[src/rtl/dmem_arbiter.sv]
// Round-robin two-port arbiter and access sequencer for the single-port data memory.
// Each granted request produces one memory access (or none on error) and one response pulse.
module dmem_arbiter #(
  parameter int unsigned MEM_BYTES = 1024
) (
  input  logic        clk,
  input  logic        rst,
  input  logic        r0_req,
  input  logic        r0_we,
  input  logic [31:0] r0_addr,
  input  logic [31:0] r0_wdata,
  input  logic [2:0]  r0_func3,
  output logic        r0_gnt,
  output logic        r0_rvalid,
  output logic [31:0] r0_rdata,
  output logic        r0_err,
  input  logic        r1_req,
  input  logic        r1_we,
  input  logic [31:0] r1_addr,
  input  logic [31:0] r1_wdata,
  input  logic [2:0]  r1_func3,
  output logic        r1_gnt,
  output logic        r1_rvalid,
  output logic [31:0] r1_rdata,
  output logic        r1_err,
  output logic [31:0] mem_addr,
  output logic [31:0] mem_write_data,
  output logic [2:0]  mem_func3,
  output logic        mem_write,
  output logic        mem_read,
  input  logic [31:0] mem_data_out
);

  typedef enum logic [1:0] {IDLE, ACCESS, RESP} state_t;

  localparam logic [32:0] MEM_LIMIT = 33'(MEM_BYTES);

  state_t      state, next_state;
  logic        last;
  logic        id_q;
  logic        we_q;
  logic [31:0] addr_q;
  logic [31:0] wdata_q;
  logic [2:0]  func3_q;
  logic        err_q;
  logic [31:0] resp_data;

  logic        win1;
  logic        grant;
  logic        sel_we;
  logic [31:0] sel_addr;
  logic [31:0] sel_wdata;
  logic [2:0]  sel_func3;
  logic        sel_err;
  logic        resp_on;

  // Last byte touched is computed in 33 bits so addresses near the top never wrap into range.
  function automatic logic access_error(input logic we, input logic [2:0] f3,
                                        input logic [31:0] addr);
    logic        bad_f3;
    logic        misaligned;
    logic [1:0]  size_m1;
    logic [32:0] last_byte;
    bad_f3     = we ? (f3 > 3'd2) : !(f3 inside {3'd0, 3'd1, 3'd2, 3'd4, 3'd5});
    misaligned = ((f3[1:0] == 2'd2) && (addr[1:0] != 2'd0)) ||
                 ((f3[1:0] == 2'd1) && addr[0]);
    case (f3[1:0])
      2'd0:    size_m1 = 2'd0;
      2'd1:    size_m1 = 2'd1;
      default: size_m1 = 2'd3;
    endcase
    last_byte = {1'b0, addr} + {31'b0, size_m1};
    return bad_f3 || misaligned || (last_byte >= MEM_LIMIT);
  endfunction

  always_comb begin
    win1      = r1_req && (!r0_req || !last);
    grant     = (state == IDLE) && !rst && (r0_req || r1_req);
    sel_we    = win1 ? r1_we    : r0_we;
    sel_addr  = win1 ? r1_addr  : r0_addr;
    sel_wdata = win1 ? r1_wdata : r0_wdata;
    sel_func3 = win1 ? r1_func3 : r0_func3;
    sel_err   = access_error(sel_we, sel_func3, sel_addr);
  end

  always_ff @(posedge clk) begin
    if (rst) begin
      state     <= IDLE;
      last      <= 1'b1;
      id_q      <= 1'b0;
      we_q      <= 1'b0;
      addr_q    <= '0;
      wdata_q   <= '0;
      func3_q   <= '0;
      err_q     <= 1'b0;
      resp_data <= '0;
    end else begin
      state <= next_state;
      if (grant) begin
        last      <= win1;
        id_q      <= win1;
        we_q      <= sel_we;
        addr_q    <= sel_addr;
        wdata_q   <= sel_wdata;
        func3_q   <= sel_func3;
        err_q     <= sel_err;
        resp_data <= '0;
      end
      if (state == ACCESS) begin
        resp_data <= we_q ? '0 : mem_data_out;
      end
    end
  end

  always_comb begin
    next_state     = state;
    r0_gnt         = 1'b0;
    r1_gnt         = 1'b0;
    mem_addr       = '0;
    mem_write_data = '0;
    mem_func3      = '0;
    mem_write      = 1'b0;
    mem_read       = 1'b0;
    resp_on        = 1'b0;
    case (state)
      IDLE: begin
        if (grant) begin
          r0_gnt     = !win1;
          r1_gnt     = win1;
          next_state = sel_err ? RESP : ACCESS;
        end
      end
      ACCESS: begin
        if (!rst) begin
          mem_addr       = addr_q;
          mem_write_data = wdata_q;
          mem_func3      = func3_q;
          mem_write      = we_q;
          mem_read       = !we_q;
        end
        next_state = RESP;
      end
      RESP: begin
        resp_on    = !rst;
        next_state = IDLE;
      end
      default: next_state = IDLE;
    endcase
  end

  assign r0_rvalid = resp_on && !id_q;
  assign r1_rvalid = resp_on && id_q;
  assign r0_err    = r0_rvalid && err_q;
  assign r1_err    = r1_rvalid && err_q;
  assign r0_rdata  = r0_rvalid ? resp_data : '0;
  assign r1_rdata  = r1_rvalid ? resp_data : '0;

endmodule

[config.mk]
export PLATFORM = sky130hd
export DESIGN_NAME = dmem_arbiter
export DESIGN_NICKNAME = d
export VERILOG_FILES = /design/src/rtl/dmem_arbiter.sv
export SDC_FILE = /design/constraint.sdc
export NUM_CORES = 1
export LEC_CHECK = 0
export ABC_AREA = 1
export CORE_MARGIN = 3
export CORE_UTILIZATION = 36
export CTS_CLUSTER_DIAMETER = 40
export DETAILED_ROUTE_END_ITERATION = 12
export HOLD_SLACK_MARGIN = 0.02
export PLACE_DENSITY = 0.82
export SLEW_MARGIN = 20
export SYNTH_ARGS = -nofsm -noshare
export SYNTH_HDL_FRONTEND = slang
export SYNTH_SLANG_ARGS = --single-unit
[constraint.sdc]
create_clock -name clk -period 6.2 [get_ports clk]
set_input_delay 1.55 -clock clk [delete_from_list [all_inputs] [get_ports clk]]
set_output_delay 1.55 -clock clk [all_outputs]
set_load 0.005 [all_outputs]
**After elaboration in Yosys (flattened, before gate mapping)**

Cells that the tools add are included.

- Output and inout port bits: 139
- Register bits: 105
- Bits of input ports: 172

- Reductions and logical operators: 27
- Order comparisons: 2
- Mux-type cells: 29
- Eq/ne operators: 9
- $add $sub $neg: 1

Operator list:

| cell | number |
|---|---|
| $mux 32 | 11 |
| $add 32x2->33 | 1 |
| $ge 33x11->1 const B | 1 |
| $mux 1 | 11 |
| $logic_and 1x1->1 | 9 |
| $mux 3 | 3 |
| $pmux 2 s2 | 2 |
| $logic_not 1->1 | 7 |
| $eq 3x3->1 const B | 2 |
| $logic_or 1x1->1 | 5 |
| $reduce_bool 5->1 | 1 |
| $eq 2x1->1 const B | 2 |
| $eq 2x2->1 const B | 2 |
| $logic_not 2->1 | 2 |
| $mux 2 | 2 |
| $reduce_bool 2->1 | 2 |
| $eq 3x1->1 const B | 1 |
| $eq 3x2->1 const B | 1 |
| $gt 3x2->1 const B | 1 |
| $logic_not 3->1 | 1 |
| $ne 2x2->1 const B | 1 |

**Depth between registers and ports, before layout**

Gate-level depths: netlist of run 1.

- Depth after elaboration: 13
- Mapped depth: 26
- Gate-level depth less buffers: 25

**Worst setup path after synthesis of run 1**

OpenSTA, ideal clock, no wires.

- Path kind: input to output
- Start: in r1_req
- End: out r0_gnt
- Buffers on the path: 4
- Stages: 8
- Path slack: 1.814 ns
- Data arrival time: 2.836 ns
- Cells stage by stage: buf_4 > buf_2 > buf_2 > o21ai_0 > nor2_1 > inv_1 > nor2_1 > buf_2

- Word-level cells in the longest chain between the ends: 4
- Elaborated cells between the ends (all ways): 6
- Those cells by class: mux: 2; reduce/logical: 4

RTL lines:

| item | line | source |
|---|---|---|
| start, declared | 17 | `input logic r1_req,` |
| $logic_and 1x1->1 / $logic_or 1x1->1 (equally long branches) | 77, 78 |  |
| $logic_not 1->1 / $logic_and 1x1->1 (equally long branches) | 128, 78 |  |
| $mux 1 (*) | 127 | `if (grant) begin` |
| $mux 1 (*) | 125 | `case (state)` |
| end, declared | 13 | `output logic r0_gnt,` |

Every way passes the cells marked *; elsewhere a longest branch is shown, timed or not.

**Worst setup path after layout of run 1**

- Start: in rst
- End: out r1_rdata[21]

- Word-level cells in the longest chain between the ends: 4

RTL lines:

| item | line | source |
|---|---|---|
| start, declared | 7 | `input logic rst,` |
| $logic_not 1->1 | 144 | `resp_on = !rst;` |
| $mux 1 | 125 |  |
| $logic_and 1x1->1 | 152 | `assign r1_rvalid = resp_on && id_q;` |
| $mux 32 | 156 | `assign r1_rdata = r1_rvalid ? resp_data : '0;` |
| end, declared | 24 | `output logic [31:0] r1_rdata,` |

Every way passes these cells.

==> qor.txt, run 1 <==
status = finished, final reports clean
Cell Area, Placed = 9802 µm²
vias in the first global route = 7,394
Area contributors post-synth = dfxtp_1 (32%), nand2_1 (20%), nor2_1 (11%), inv_1 (5.7%), a32o_1 (4.8%)
ant diodes = 0
minimum clock period = 5.446 ns
maximum clock rate = 183.6 MHz
DP Cell Count = 1,578
Avg WL per Cell = 16.25 µm
Setup Viol. Count Final = 0
Clk Latency, worst-skew pair = 0.35 ns
post-cts resize count = 0
fin area = 10,080 µm²
CTS clock-pin slew for the worst setup and hold paths = 0.08 ns
GRT Resource Usage Total = 24.82%
Initial Util = 37.51%
vias per cell = 5.023
number of nets in the layout = 1,539
sinks on the clock net = 105
R2R Setup Slk = 2.66 ns
post-layout util = 57.08%
class of the worst hold path = reg2reg
Post-Synthesis Cells = 1,098
Placeable Area = 17,660 µm²
Non-Filler Instances = 1,594
Synth top area share = 31.73%
area leader, netlist = dfxtp_1
worst path required time = 4.65 ns
total negative slack = 0 ns
grt total ovfl = 0
Slew @ Worst Pin = 1.034 ns
initial antenna violation count = 0
# DRC = 0
CTS tree = yes
Avg Inst Size Synth = 6.033 µm²
pwr dens = 164.6 nW/µm²
CP endpoint kind = output pin
cell area after synthesis = 6624 µm²
largest net degree at the start of global routing = 75
max cap viols = 0
routability cong. = 0.9718
relative slew slack = 30.97%
worst slack, placed = 0.7429 ns
YS warnings = 0
RSZ-0062 raised after global routing = false
antenna-violating nets left = 0
Syn-to-layout area delta = 52.15%
I/O pin total = 311
Clock Skew = 0.01010 ns
DRT Pass-1 Iters = 5
post-CTS setup buffers = 0
startpoint types = input pin
hpwl dp = 19.64 mm
leak pwr = 3.852 nW
num rows = 48
CTS buffer count = 9
final wirelength = 25.90 mm
share of cells above drive strength 1 = 5.478%
Die Footprint = 20,060 µm²
Unique masters post-synth = 32
Setup CP Type = in2out
R2R depth = 23
Syn Nets = 1,273
die width = 141.6 µm
period utilisation layout = 87.85%
crit-path max FO = 33
clk buf depth = 2
Final Max Tran Viols = 0
sequential share of the synthesized area = 31.73%
Synth Register Bits = 105
final-report hold violation count = 0
final setup margin = 0.7536 ns
Initial DRC Count = 597
first-pass GRT wire length = 39.83 mm
root buffer cell = clkbuf_16
routed vias = 8,007
VDD IR max = 0.1158 mV
arrival time at the worst endpoint = 3.90 ns
H-tree depth = 3
die height = 141.6 µm
WHS Path Cells = 2
port bufs = 310
hold buffers post-CTS = 0
placed cells by master (no fill, tap or decap), types with 4 or more instances in the layout:
master and instances:
buf_4 15, nand2_1 354, nor2_2 13, a31oi_1 33, dfxtp_1 104, inv_1 100, a32o_1 32, nand4_1 7
nand3_1 49, nor2_1 188, nand2_2 13, clkdlybuf4s50_1 310, o21ai_0 46, a21oi_1 36, nand3b_1 16, nor2_4 4
clkbuf_16 9, o21ai_1 10, inv_2 6
worst paths after layout:
kind	start	end
min	wdata_q[7]	wdata_q[7]
max	rst	r1_rdata[21]
max reg2reg	last	err_q
min reg2reg	wdata_q[7]	wdata_q[7]
cells by family (layout without fill, tap and decap cells):
family,after synthesis,count (layout),share of synthesized area (%)
AND/OR/NAND/NOR,650,650,40.76
buffers and inverters,176,447,11.07
AO/OA/AOI/OAI,164,164,15.75
flip-flops,105,105,31.73
adder cells (fa/ha/maj),3,3,0.6800
cells in the mapped netlist:
library cell and number:
a211oi_1 1, a21oi_1 36, a22oi_1 3, a31oi_1 33, a32o_1 32, and2_1 1
buf_1 8, buf_2 10, buf_4 4, buf_6 6, clkbuf_1 42, clkinv_1 2
dfxtp_1 105, fa_1 1, ha_1 2, inv_1 100, inv_2 4, nand2_1 354
nand2_2 13, nand2_4 2, nand3_1 49, nand3b_1 16, nand4_1 7, nor2_1 192
nor2_2 10, nor2_4 3, nor2_8 1, nor3_1 1, nor3_2 1, o21ai_0 46
o21ai_1 10, o21ai_2 3
routing by layer:
layer | track usage, % | up-vias | part of all wire (%)
met5 | 0 | - | 0
met4 | 9.192 | 0 | 3.1
met3 | 5.123 | 50 | 6.9
met2 | 43.41 | 303 | 49
met1 | 29.98 | 3622 | 40
li1 | - | 4032 | -
registers in the layout, indices dropped and copies added (netlist names):
register   cells
id_q           1
state          2
func3_q        3
we_q           1
resp_data     32
wdata_q       32
last           1
err_q          1
addr_q        32
per-stage QoR:
step / hold slack, ns / power (mW)
2_1_floorplan: 0.4502 / 0.9488
3_3_place_gp: 0.4601 / 1.113
3_5_place_dp: 0.4687 / 1.119
4_1_cts: 0.4817 / 1.672
5_1_grt: 0.5083 / 1.748
6_report: 0.4775 / 1.659
final cells by class:
cell class | instances | area [µm²]
Sequential cell | 105 | 2103
Timing Repair Buffer | 325 | 3216
Multi-Input combinational cell | 817 | 3804
Inverter | 106 | 397.9
Fill cell | 1735 | 7579
Clock buffer | 9 | 225.2
Clock inverter | 7 | 51.30
Tap cell | 225 | 281.5
critical path, stage by stage:
cell             delay [ns]
clkdlybuf4s50_1        0.73
inv_2                  0.07
nand3_1                0.13
nor2_1                 0.07
inv_1                  0.74
nor2_1                 0.10
clkdlybuf4s50_1        0.49
where the power goes:
| part | switching (mW) | total (mW) | internal [mW] | leakage [nW] |
|---|---|---|---|---|
| registers | 0.0185 | 0.731 | 0.712 | 0.860 |
| clock network | 0.275 | 0.552 | 0.277 | 0.138 |
| logic | 0.209 | 0.377 | 0.168 | 2.85 |
Power figures use the tool's default switching activity.
==> run 2: changes to the inputs <==
--- a/config.mk
+++ b/config.mk
@@ -7,11 +7,11 @@
 export LEC_CHECK = 0
 export ABC_AREA = 1
 export CORE_MARGIN = 3
-export CORE_UTILIZATION = 36
+export CORE_UTILIZATION = 40
 export CTS_CLUSTER_DIAMETER = 40
 export DETAILED_ROUTE_END_ITERATION = 12
 export HOLD_SLACK_MARGIN = 0.02
-export PLACE_DENSITY = 0.82
+export PLACE_DENSITY = 0.88
 export SLEW_MARGIN = 20
 export SYNTH_ARGS = -nofsm -noshare
 export SYNTH_HDL_FRONTEND = slang
==> qor.txt, run 2 (synthesis results as in run 1) <==
final wirelength = 25.32 mm (-2.2%)
Non-Filler Instances = 1,582 (-0.75%)
Initial DRC Count = 684 (+15%)
routed vias = 8,074 (+0.84%)
Setup Viol. Count Final = 0 (unchanged)
share of cells above drive strength 1 = 5.198% (-0.28 points)
Setup CP Type = in2out
minimum clock period = 5.369 ns (-0.07712 ns)
root buffer cell = clkbuf_16
maximum clock rate = 186.2 MHz (+1.4%)
RSZ-0062 raised after global routing = false
status = finished, final reports clean
first-pass GRT wire length = 39.40 mm (-1.1%)
max cap viols = 0 (unchanged)
CTS buffer count = 9 (unchanged)
Die Footprint = 18,140 µm² (-9.6%)
Power, Total = 1.663 mW (+0.22%)
most frequent cells in the layout = nand2_1 (354), clkdlybuf4s50_1 (310), nor2_1 (188), dfxtp_1 (104), inv_1 (100)
Initial Util = 41.25% (+3.7 points)
vias per cell = 5.104 (+1.6%)
Avg WL per Cell = 16.01 µm (-1.5%)
ant diodes = 0 (unchanged)
Final Max Tran Viols = 0 (unchanged)
GRT Resource Usage Total = 26.87% (+2.1 points)
H-tree depth = 3 (unchanged)
largest net degree at the start of global routing = 75 (unchanged)
antenna-violating nets left = 0 (unchanged)
DRT Pass-1 Iters = 5 (unchanged)
CP endpoint kind = output pin
die width = 134.7 µm (-4.9%)
leak pwr = 3.837 nW (-0.39%)
final-report hold violation count = 0 (unchanged)
worst path required time = 4.65 ns (about the same)
Largest regs = addr_q (32), resp_data (32), wdata_q (32)
Clock Skew = 0.006316 ns (-0.003784 ns)
arrival time at the worst endpoint = 3.82 ns (-0.08 ns)
Fill cells = 1,434 (-17%)
period utilisation layout = 86.60% (-1.2 points)
initial antenna violation count = 0 (unchanged)
FF+latch area = 2103 µm² (unchanged)
sinks on the clock net = 105 (unchanged)
DP Cell Count = 1,566 (-0.76%)
Slew @ Worst Pin = 1.044 ns (+0.009573 ns)
Syn-to-layout area delta = 51.93%
CTS tree = yes
grt total ovfl = 0 (unchanged)
vias in the first global route = 7,416 (+0.30%)
relative slew slack = 30.33% (-0.64 points)
num rows = 46 (-4.2%)
number of nets in the layout = 1,536 (-0.19%)
CTS clock-pin slew for the worst setup and hold paths = 0.07 ns (about the same)
I/O pin total = 311 (unchanged)
crit-path max FO = 33 (unchanged)
# DRC = 0 (unchanged)
clk buf depth = 2 (unchanged)
post-CTS setup buffers = 0 (unchanged)
multi-input gate area in the final layout = 3804 µm² (unchanged)
pwr dens = 165.3 nW/µm² (+0.37%)
most common cell after layout, fill and taps aside = nand2_1
port bufs = 310 (unchanged)
VDD IR max = 0.1538 mV (+33%)
die height = 134.7 µm (-4.9%)
routability cong. = 0.9156 (-5.8%)
class of the worst hold path = reg2reg
Placeable Area = 16,060 µm² (-9.1%)
Clk Latency, worst-skew pair = 0.35 ns (about the same)
total negative slack = 0 ns (unchanged)
hpwl dp = 19.13 mm (-2.6%)
startpoint types = input pin
post-cts resize count = 0 (unchanged)
hold buffers post-CTS = 0 (unchanged)
run 2: worst paths after layout:
kind,from,endpoint,slack (ns),cells past startpoint
hold reg to reg,wdata_q[8],wdata_q[8],0.47,2
setup reg to reg,last,err_q,2.60,23
hold / removal,wdata_q[8],wdata_q[8],0.47,2
setup / recovery,rst,r0_rdata[11],0.83,7
run 2: report_power, final:
| group | switching, mW | total, mW | internal [mW] | leakage [nW] |
|---|---|---|---|---|
| Clock | 0.279 | 0.557 | 0.278 | 0.132 |
| Sequential | 0.0192 | 0.731 | 0.712 | 0.860 |
| Combinational | 0.207 | 0.375 | 0.168 | 2.84 |
run 2: layout make-up:
type / count / area share [%]
clock buffer: 10 / 2.275
clock inverter: 6 / 0.5346
inverter: 106 / 3.954
multi-input combinational: 817 / 37.80
sequential: 105 / 20.90
tap: 216 / 2.686
timing repair buffer: 322 / 31.85
run 2: through the flow:
stage,hold slack [ns],util (%),cell area (µm²),worst slack (ns)
after global placement,0.4594,60.91,9781,0.9349
after floorplan,0.4502,-,6624,1.814
after global routing,0.5069,62.67,10060,0.6555
final,0.4747,62.67,10060,0.8307
after CTS,0.4744,62.67,10060,0.8821
after detailed placement,0.4625,60.91,9781,0.8443
run 2: layer usage:
| layer | vias up | track usage (%) | share of wire, % |
|---|---|---|---|
| met1 | 3644 | 32.42 | 39 |
| met3 | 61 | 5.477 | 7.7 |
| li1 | 4022 | - | - |
| met2 | 347 | 47.53 | 49 |
| met4 | 0 | 9.276 | 3.4 |
| met5 | - | 0 | 0 |
run 2: critical path: stages:
cell             delay (ns)
clkdlybuf4s50_1        0.66
inv_2                  0.07
nand3_1                0.11
nor2_1                 0.06
inv_1                  0.75
nor2_1                 0.12
clkdlybuf4s50_1        0.49
